<file path="src/rtl/sisc_pkg.sv">
// Shared SISC definitions: arbiter FSM encodings, requester ids and the
// address/data width defaults used by ctrl, the datapath and the memory arbiter.
package sisc_pkg;

    localparam int SISC_AW = 16;
    localparam int SISC_DW = 32;

    typedef enum logic [1:0] {
        ST_IDLE   = 2'd0,
        ST_ACCESS = 2'd1,
        ST_WAIT   = 2'd2,
        ST_DONE   = 2'd3
    } arb_state_t;

    typedef enum logic {
        REQ_IF = 1'b0,
        REQ_DM = 1'b1
    } req_id_t;

endpackage

</file>
<file path="src/rtl/sisc_rr_pick2.sv">
// Two-way round-robin pick between the fetch and data requesters.
// reqs[REQ_IF] / reqs[REQ_DM] are the pending requests, last is the id that
// won the previous access; winner is only meaningful when some request is set.
module sisc_rr_pick2
    import sisc_pkg::*;
(
    input  logic [1:0] reqs,
    input  logic       last,
    output logic       winner
);

    // A lone request wins outright; a tie goes to the port that did not win last time.
    always_comb begin
        if (reqs[REQ_IF] && reqs[REQ_DM]) begin
            winner = ~last;
        end else if (reqs[REQ_DM]) begin
            winner = REQ_DM;
        end else begin
            winner = REQ_IF;
        end
    end

endmodule

</file>
<file path="src/rtl/sisc_mem_arb.sv">
// Single-port memory arbiter between instruction fetch (IF) and load/store (DM).
// Each access runs IDLE -> ACCESS -> WAIT (WAIT_CYC cycles, skipped when 0)
// -> DONE, and the granted port sees a one-cycle ack in DONE.
module sisc_mem_arb
    import sisc_pkg::*;
#(
    parameter int AW       = SISC_AW,
    parameter int DW       = SISC_DW,
    parameter int WAIT_CYC = 1
) (
    input  logic          clk,
    input  logic          rst_f,
    input  logic          if_req,
    input  logic [AW-1:0] if_addr,
    output logic          if_ack,
    output logic [DW-1:0] if_rdata,
    input  logic          dm_req,
    input  logic          dm_we,
    input  logic [AW-1:0] dm_addr,
    input  logic [DW-1:0] dm_wdata,
    output logic          dm_ack,
    output logic [DW-1:0] dm_rdata,
    output logic          mem_en,
    output logic          mem_we,
    output logic [AW-1:0] mem_addr,
    output logic [DW-1:0] mem_wdata,
    input  logic [DW-1:0] mem_rdata,
    output logic          busy
);

    // Value loaded into the wait counter on grant; the WAIT state ends when it reaches 0.
    localparam logic [3:0] WAIT_LAST = (WAIT_CYC > 0) ? 4'(WAIT_CYC - 1) : 4'd0;

    arb_state_t    state;
    arb_state_t    state_nxt;
    req_id_t       grant;
    req_id_t       last_grant;
    logic          pick;
    logic [AW-1:0] addr_q;
    logic          we_q;
    logic [DW-1:0] wdata_q;
    logic [3:0]    wait_cnt;
    logic [DW-1:0] if_rdata_q;
    logic [DW-1:0] dm_rdata_q;
    logic          start;

    assign start = (state == ST_IDLE) && (if_req || dm_req);

    sisc_rr_pick2 u_pick (
        .reqs   ({dm_req, if_req}),
        .last   (last_grant),
        .winner (pick)
    );

    // State register; reset abandons any access in flight.
    // NOTE: sequential state uses non-blocking assignments so every flop samples pre-edge values.
    always_ff @(posedge clk or negedge rst_f) begin
        if (!rst_f) begin
            state <= ST_IDLE;
        end else begin
            state <= state_nxt;
        end
    end

    // Next-state decode: one ACCESS cycle, optional WAIT, one DONE cycle.
    // NOTE: state_nxt gets a default before the case so no path leaves it unassigned (no latch).
    always_comb begin
        state_nxt = state;
        case (state)
            ST_IDLE:   if (if_req || dm_req) state_nxt = ST_ACCESS;
            ST_ACCESS: state_nxt = (WAIT_CYC > 0) ? ST_WAIT : ST_DONE;
            ST_WAIT:   if (wait_cnt == 4'd0) state_nxt = ST_DONE;
            ST_DONE:   state_nxt = ST_IDLE;
            default:   state_nxt = ST_IDLE;
        endcase
    end

    // Latch the winner's request on grant; later changes on the request ports are ignored.
    // NOTE: these are a handful of control/data flops, not a memory array, so they all get reset.
    always_ff @(posedge clk or negedge rst_f) begin
        if (!rst_f) begin
            grant   <= REQ_IF;
            addr_q  <= '0;
            we_q    <= 1'b0;
            wdata_q <= '0;
        end else if (start) begin
            grant   <= req_id_t'(pick);
            addr_q  <= (pick == REQ_DM) ? dm_addr : if_addr;
            we_q    <= (pick == REQ_DM) ? dm_we : 1'b0;
            wdata_q <= (pick == REQ_DM) ? dm_wdata : '0;
        end
    end

    // Wait-cycle counter: armed on grant, counts down through the WAIT state.
    always_ff @(posedge clk or negedge rst_f) begin
        if (!rst_f) begin
            wait_cnt <= 4'd0;
        end else if (start) begin
            wait_cnt <= WAIT_LAST;
        end else if (state == ST_WAIT && wait_cnt != 4'd0) begin
            wait_cnt <= wait_cnt - 4'd1;
        end
    end

    // Completion bookkeeping: remember who was served and capture load data.
    always_ff @(posedge clk or negedge rst_f) begin
        if (!rst_f) begin
            last_grant <= REQ_DM;
            if_rdata_q <= '0;
            dm_rdata_q <= '0;
        end else if (state == ST_DONE) begin
            last_grant <= grant;
            if (!we_q) begin
                if (grant == REQ_IF) begin
                    if_rdata_q <= mem_rdata;
                end else begin
                    dm_rdata_q <= mem_rdata;
                end
            end
        end
    end

    // Output decode from the current state; memory is only driven in ACCESS and WAIT.
    // During a load's ack cycle the memory word is forwarded so rdata is valid with the
    // ack; the register then holds it for the following cycles.
    always_comb begin
        mem_en    = 1'b0;
        mem_we    = 1'b0;
        mem_addr  = '0;
        mem_wdata = '0;
        if_ack    = 1'b0;
        dm_ack    = 1'b0;
        case (state)
            ST_ACCESS: begin
                mem_en    = 1'b1;
                mem_we    = we_q;
                mem_addr  = addr_q;
                mem_wdata = wdata_q;
            end
            ST_WAIT: begin
                mem_en   = 1'b1;
                mem_addr = addr_q;
            end
            ST_DONE: begin
                if_ack = (grant == REQ_IF);
                dm_ack = (grant == REQ_DM);
            end
            default: ;
        endcase
        if_rdata = (if_ack && !we_q) ? mem_rdata : if_rdata_q;
        dm_rdata = (dm_ack && !we_q) ? mem_rdata : dm_rdata_q;
        busy     = (state != ST_IDLE);
    end

endmodule

</file>
<file path="config.mk">
export PLATFORM = sky130hd
export DESIGN_NAME = sisc_mem_arb
export DESIGN_NICKNAME = d
export VERILOG_FILES = /design/src/rtl/sisc_pkg.sv /design/src/rtl/sisc_rr_pick2.sv /design/src/rtl/sisc_mem_arb.sv
export SDC_FILE = /design/constraint.sdc
export NUM_CORES = 1
export LEC_CHECK = 0
export ABC_CLOCK_PERIOD_IN_PS = 2250
export CORE_UTILIZATION = 48
export CTS_BUF_LIST = sky130_fd_sc_hd__clkbuf_8
export DETAILED_ROUTE_END_ITERATION = 8
export PLACE_DENSITY = 0.93
export SYNTH_ARGS = -nofsm -noshare
export SYNTH_HDL_FRONTEND = slang
export SYNTH_SLANG_ARGS = --single-unit
export TNS_END_PERCENT = 5
</file>
<file path="constraint.sdc">
create_clock -name clk -period 2.25 [get_ports clk]
set_input_delay 0.225 -clock clk [delete_from_list [all_inputs] [get_ports clk]]
set_output_delay 0.225 -clock clk [all_outputs]
set_load 0.03 [all_outputs]
</file>
* Word-level counts from Yosys, hierarchy flattened *
Cells that the tools add are included.

storage, ports and cells
  flip-flop bits (word level) = 121
  latch bits = 0
  memory bits (writable) = 0
  memory bits (read-only) = 0
  input bits = 101
  output and inout bits = 117
  logic and storage cells = 52
  memories = 0

cells by class
  add/subtract/negate cells = 1
  multiply operators = 0
  div/mod/pow operators = 0
  $lt $le $gt $ge = 0
  equal/unequal tests = 5
  shift operators = 0
  multiplexer cells = 18
  bitwise gates (word level) = 3
  reduce and logical (&&, ||, !) cells = 16

operator list
  operator                                                count
  2-to-1 mux 32 bit                                       4
  2-to-1 mux 16 bit                                       2
  2-to-1 mux 4 bit                                        2
  case mux 2 bit (4 select lines)                         1
  2-to-1 mux 1 bit                                        7
  AND reduction 3 bit                                     2
  logical AND 1 bit                                       5
  == test 2 bit (second input constant)                   2
  logical NOT 4 bit                                       1
  2-to-1 mux 2 bit                                        2
  nonzero test 2 bit                                      2
  nonzero test 4 bit                                      1
  subtractor 4 x 1 -> 4 bit (second input constant)       1
  NOT 1 bit                                               3
  == test 2 x 1 -> 1 bit (second input constant)          1
  logical NOT 2 bit                                       1
  inequality test 2 x 1 -> 1 bit (second input constant)  1
  inequality test 2 bit (second input constant)           1
  AND reduction 2 bit                                     1
  OR reduction 2 bit                                      1
  logical NOT 1 bit                                       1
  logical OR 1 bit                                        1

* Logic depth before layout (Yosys ltp) *
  word-level depth = 4
  mapped depth = 6
  mapped depth without buffers = 5

* Hierarchy *
Synthesis repeated with hierarchy kept, for this count alone.

second synthesis, totals
  cell total of the unflattened synthesis = 519
  area, all modules = 6642.6 um2

by module, submodules not included
  module         instances  cells an instance  area each (um2)  sequential area each (um2)
  sisc_mem_arb   1          518                6631.4           3029.2
  sisc_rr_pick2  1          1                  11.3             0.0

* Worst setup path after synthesis *
No wires, ideal clock.

  kind = reg2out
  start = register state[0]
  end = output port if_rdata[0]
  data arrival time = 1.783 ns
  path slack = 0.242 ns
  cell stages (with the launch flop) = 7
  cell sequence = dfrtp_1 ha_1 nor2b_2 nor2b_4 buf_12 buf_12 mux2_4

between the ends
  word-level cells in the longest chain between the ends = 4

ends and longest elaborated chain
  what                      line                 text
  start: declaration        sisc_mem_arb.sv:34   arb_state_t state;
  start signal: assignment  sisc_mem_arb.sv:61   state <= state_nxt;
  == test 2 bit             sisc_mem_arb.sv:133  case (state)
  2-to-1 mux 1 bit          sisc_mem_arb.sv:133
  named net if_ack          sisc_mem_arb.sv:15   output logic if_ack,
  logical AND 1 bit         sisc_mem_arb.sv:150  if_rdata = (if_ack && !we_q) ? mem_rdata : if_rdata_q;
  2-to-1 mux 32 bit         sisc_mem_arb.sv:150
  end: declaration          sisc_mem_arb.sv:16   output logic [DW-1:0] if_rdata,

The timed path passes the listed nets, and every way through them passes these cells.

* Worst setup path after layout *
  start = register state[1]
  end = output port if_rdata[28]

between the ends
  word-level cells in the longest chain between the ends = 4

ends and longest elaborated chain
  what               line
  == test 2 bit      sisc_mem_arb.sv:133
  2-to-1 mux 1 bit   sisc_mem_arb.sv:133
  logical AND 1 bit  sisc_mem_arb.sv:150
  2-to-1 mux 32 bit  sisc_mem_arb.sv:150

No other way between the ends.

==> results.py <==
metrics = {
    "route": {
        "viasPerCell": 5.22,
        "routedWlPerCell_um": 18.8,
        "drtAntennaViolNets": 0,
        "vias": 4585,
        "first_iter_violations": 270,
        "dr.pass1.iters": 5,
        "post-route-drc-count": 0,
        "routed_wirelength_mm": 16.5,
    },
    "placed_design": {
        "place_ws_ns": -0.109,
        "placed_cell_area_um2": 8620,
        "io_buffers": 217,
        "gp_congestion": 0.809,
        "hpwl_mm": 10.7,
    },
    "layout": {
        "final_nets": 797,
        "area_growth_pct": 42.9,
        "finalInstanceArea_um2": 9300,
        "mostFrequentLayoutCells": "120 x mux2_4, 120 x dfrtp_1, 101 x clkdlybuf4s50_1",
        "fillers": 863,
        "seq_area_um2": 3030,
        "drive_above_1_share": 0.442,
        "n_antenna_cell": 0,
        "multi_input_area_um2": 3130,
    },
    "critical_path": {
        "crit_chain": "ha_4 > nor2b_4 > nor2b_4 > buf_6 > clkbuf_16 > mux2_4 > buf_6",
        "crit_arrival_ns": 2.07,
        "slowest_delay_ns": 0.40,
        "setup.worst_path.class": "reg -> out",
        "ff2ff_setup_slack_ns": 0.26,
        "crit_buf_inv": 3,
        "r2r_start": "state[1]",
        "rr_endpoint": "if_rdata_q[31]",
        "worst_r2r_path_depth": 9,
        "cp.required_ns": 2.03,
        "crit_family": "buffers and inverters",
        "cp_slowest_cell": "dfrtp_1",
        "cp_max_fo": 8,
        "cp-end-kind": "output pin",
        "cp-start-kind": "flop",
    },
    "timing": {
        "finClkSkew_ns": 0.0110,
        "final-setup-viol-count": 34,
        "hold_violations": 0,
        "fmax_ghz": 0.435,
        "timing.hold.ws_ns": 0.369,
        "worstMarginPinSlew_ns": 0.579,
        "timing.final.crit_period_ns": 2.30,
        "rsz0062_at_grt": "true",
        "slew_viol_final": 0,
        "fin_ws_ns": -0.0463,
        "timing.final.crit_share": 1.02,
        "slew_headroom": 0.614,
    },
    "die": {
        "io_pins": 218,
        "core-area_um2": 13200,
        "die_x_um": 118,
        "initial_core_util": 0.491,
        "floorplan.rows": 42,
        "die-area_um2": 14000,
        "dieHeight_um": 118,
    },
    "global_routing": {
        "grt_pass1_wl_mm": 25.7,
        "grt_max_degree": 63,
        "grtUsageTotal": 0.238,
        "grt-ovfl-total": 0,
        "antenna_found_initial": 0,
        "grt_pass1_vias": 4922,
    },
    "yosys": {
        "netlist_area_um2": 6500,
        "syn_inst": 450,
        "synth_edf_count": 0,
        "async_flop_share": 1.00,
        "synth.distinct_cells": 37,
        "synth-seq-cells": 121,
        "synth_nets": 557,
        "syn_avg_cell_area_um2": 14.5,
        "yosysWarnings": 0,
        "ys_seq_area_frac": 0.466,
        "ys.flop_type": "dfrtp_1",
    },
    "hold_path": {
        "hold_path_class": "in -> async",
    },
    "clock_tree": {
        "clock_sinks": 121,
        "clkLatencyLatePin_ns": 0.45,
        "clk_pin_slew_worst_paths_ns": 0.07,
        "cts_tree": "built",
        "cts_buffer_depth": 2,
        "htree_levels": 4,
        "ctsRootBufferMaster": "clkbuf_8",
        "cts_buffers": 17,
    },
    "power_and_ir_drop": {
        "power-per-cell-area_nw_per_um2": 1690,
        "total_power_w": 0.0157,
        "vdd_drop_max_mv": 0.751,
        "leakage_nw": 4.57,
    },
    "job": {
        "maxCapViolations": 0,
    },
    "run_status": {
        "failed_checks": "setup timing",
        "outcome": "finished with violations",
    },
}
worst max-delay path by stage:
stage              from      endpoint  cells past startpoint
2_1_floorplan  state[0]   if_rdata[0]                      6
3_3_place_gp   state[0]  if_rdata[12]                      6
3_5_place_dp   state[1]  if_rdata[11]                      6
4_1_cts        state[1]  if_rdata[11]                      7
5_1_grt        state[1]  if_rdata[11]                      7
6_report       state[1]  if_rdata[28]                      7
power breakdown:
group          internal [W]  switching [W]
Combinational       0.00495        0.00471
Sequential          0.00328       0.000697
Clock               0.00116       0.000870
Total               0.00939        0.00628
cells in the mapped netlist, drive strengths merged (2+ instances only):
library cell | instances | area, um2
buf | 21 | 328
a21boi | 2 | 15.0
o21ai | 18 | 90.1
inv | 7 | 26.3
dfrtp | 120 | 3000
a22o | 33 | 289
ha | 6 | 75.1
clkbuf | 9 | 33.8
nor2b | 2 | 22.5
nand2 | 18 | 67.6
nor2 | 2 | 15.0
and2 | 51 | 322
mux2 | 131 | 1930
mux2i | 16 | 160
registers in the layout, summed over array words and instances, names as in the netlist:
signal and flops:
we_q 1, addr_q 16, last_grant 1, grant 1
wdata_q 32, dm_rdata_q 32, if_rdata_q 32, wait_cnt 4
state 2
worst register-to-register path, stage by stage (launching register included):
cell and delay, ns:
dfrtp_1 0.40, ha_4 0.16, nor2b_4 0.14, nor2b_4 0.17
buf_6 0.15, buf_4 0.13, clkbuf_16 0.14, buf_4 0.13
buf_4 0.13, mux2_2 0.34
layout make-up:
cell class              instances  share of cell area
multi-input cells             292               0.337
clock buffers                  20              0.0296
inverters                       7             0.00283
well taps                     176              0.0237
repair buffers                251               0.267
clock inverters                12              0.0143
flip-flops and latches        121               0.326
layer usage:
| metal | GRT usage | routed length [um] | vias to the layer above |
|---|---|---|---|
| li1 | - | - | 2068 |
| met1 | 0.282 | 6720 | 2231 |
| met2 | 0.394 | 7960 | 237 |
| met3 | 0.0724 | 1240 | 49 |
| met4 | 0.112 | 567 | 0 |
| met5 | 0 | 0 | - |
stage by stage:
stage | cells | setup TNS [ns] | utilization
2_1_floorplan | 450 | 0 | -
3_3_place_gp | 835 | -0.656 | 0.651
3_5_place_dp | 835 | -2.47 | 0.651
4_1_cts | 871 | -4.81 | 0.696
5_1_grt | 879 | -5.08 | 0.702
6_report | 879 | -0.914 | 0.702
timing repair:
action / 4_1_cts / 5_1_grt
gates resized for setup: 271 / 38
pin swaps: 0 / 1
hold endpoints to repair: 41 / 0
setup endpoints to repair: 82 / 111
hold buffers: 1 / 0
gates cloned: 1 / 3
buffers inserted: 2 / 5
cells by family (layout without fill, tap and decap cells):
family / Yosys count / count (layout) / share of synthesized area
AO/OA/AOI/OAI: 60 / 60 / 0.0694
AND/OR/NAND/NOR: 79 / 79 / 0.0731
adder cells (fa/ha/maj): 6 / 6 / 0.0115
multiplexers: 147 / 147 / 0.321
buffers and inverters: 37 / 290 / 0.0596
flip-flops: 121 / 121 / 0.466
Power figures use the tool's default switching activity.
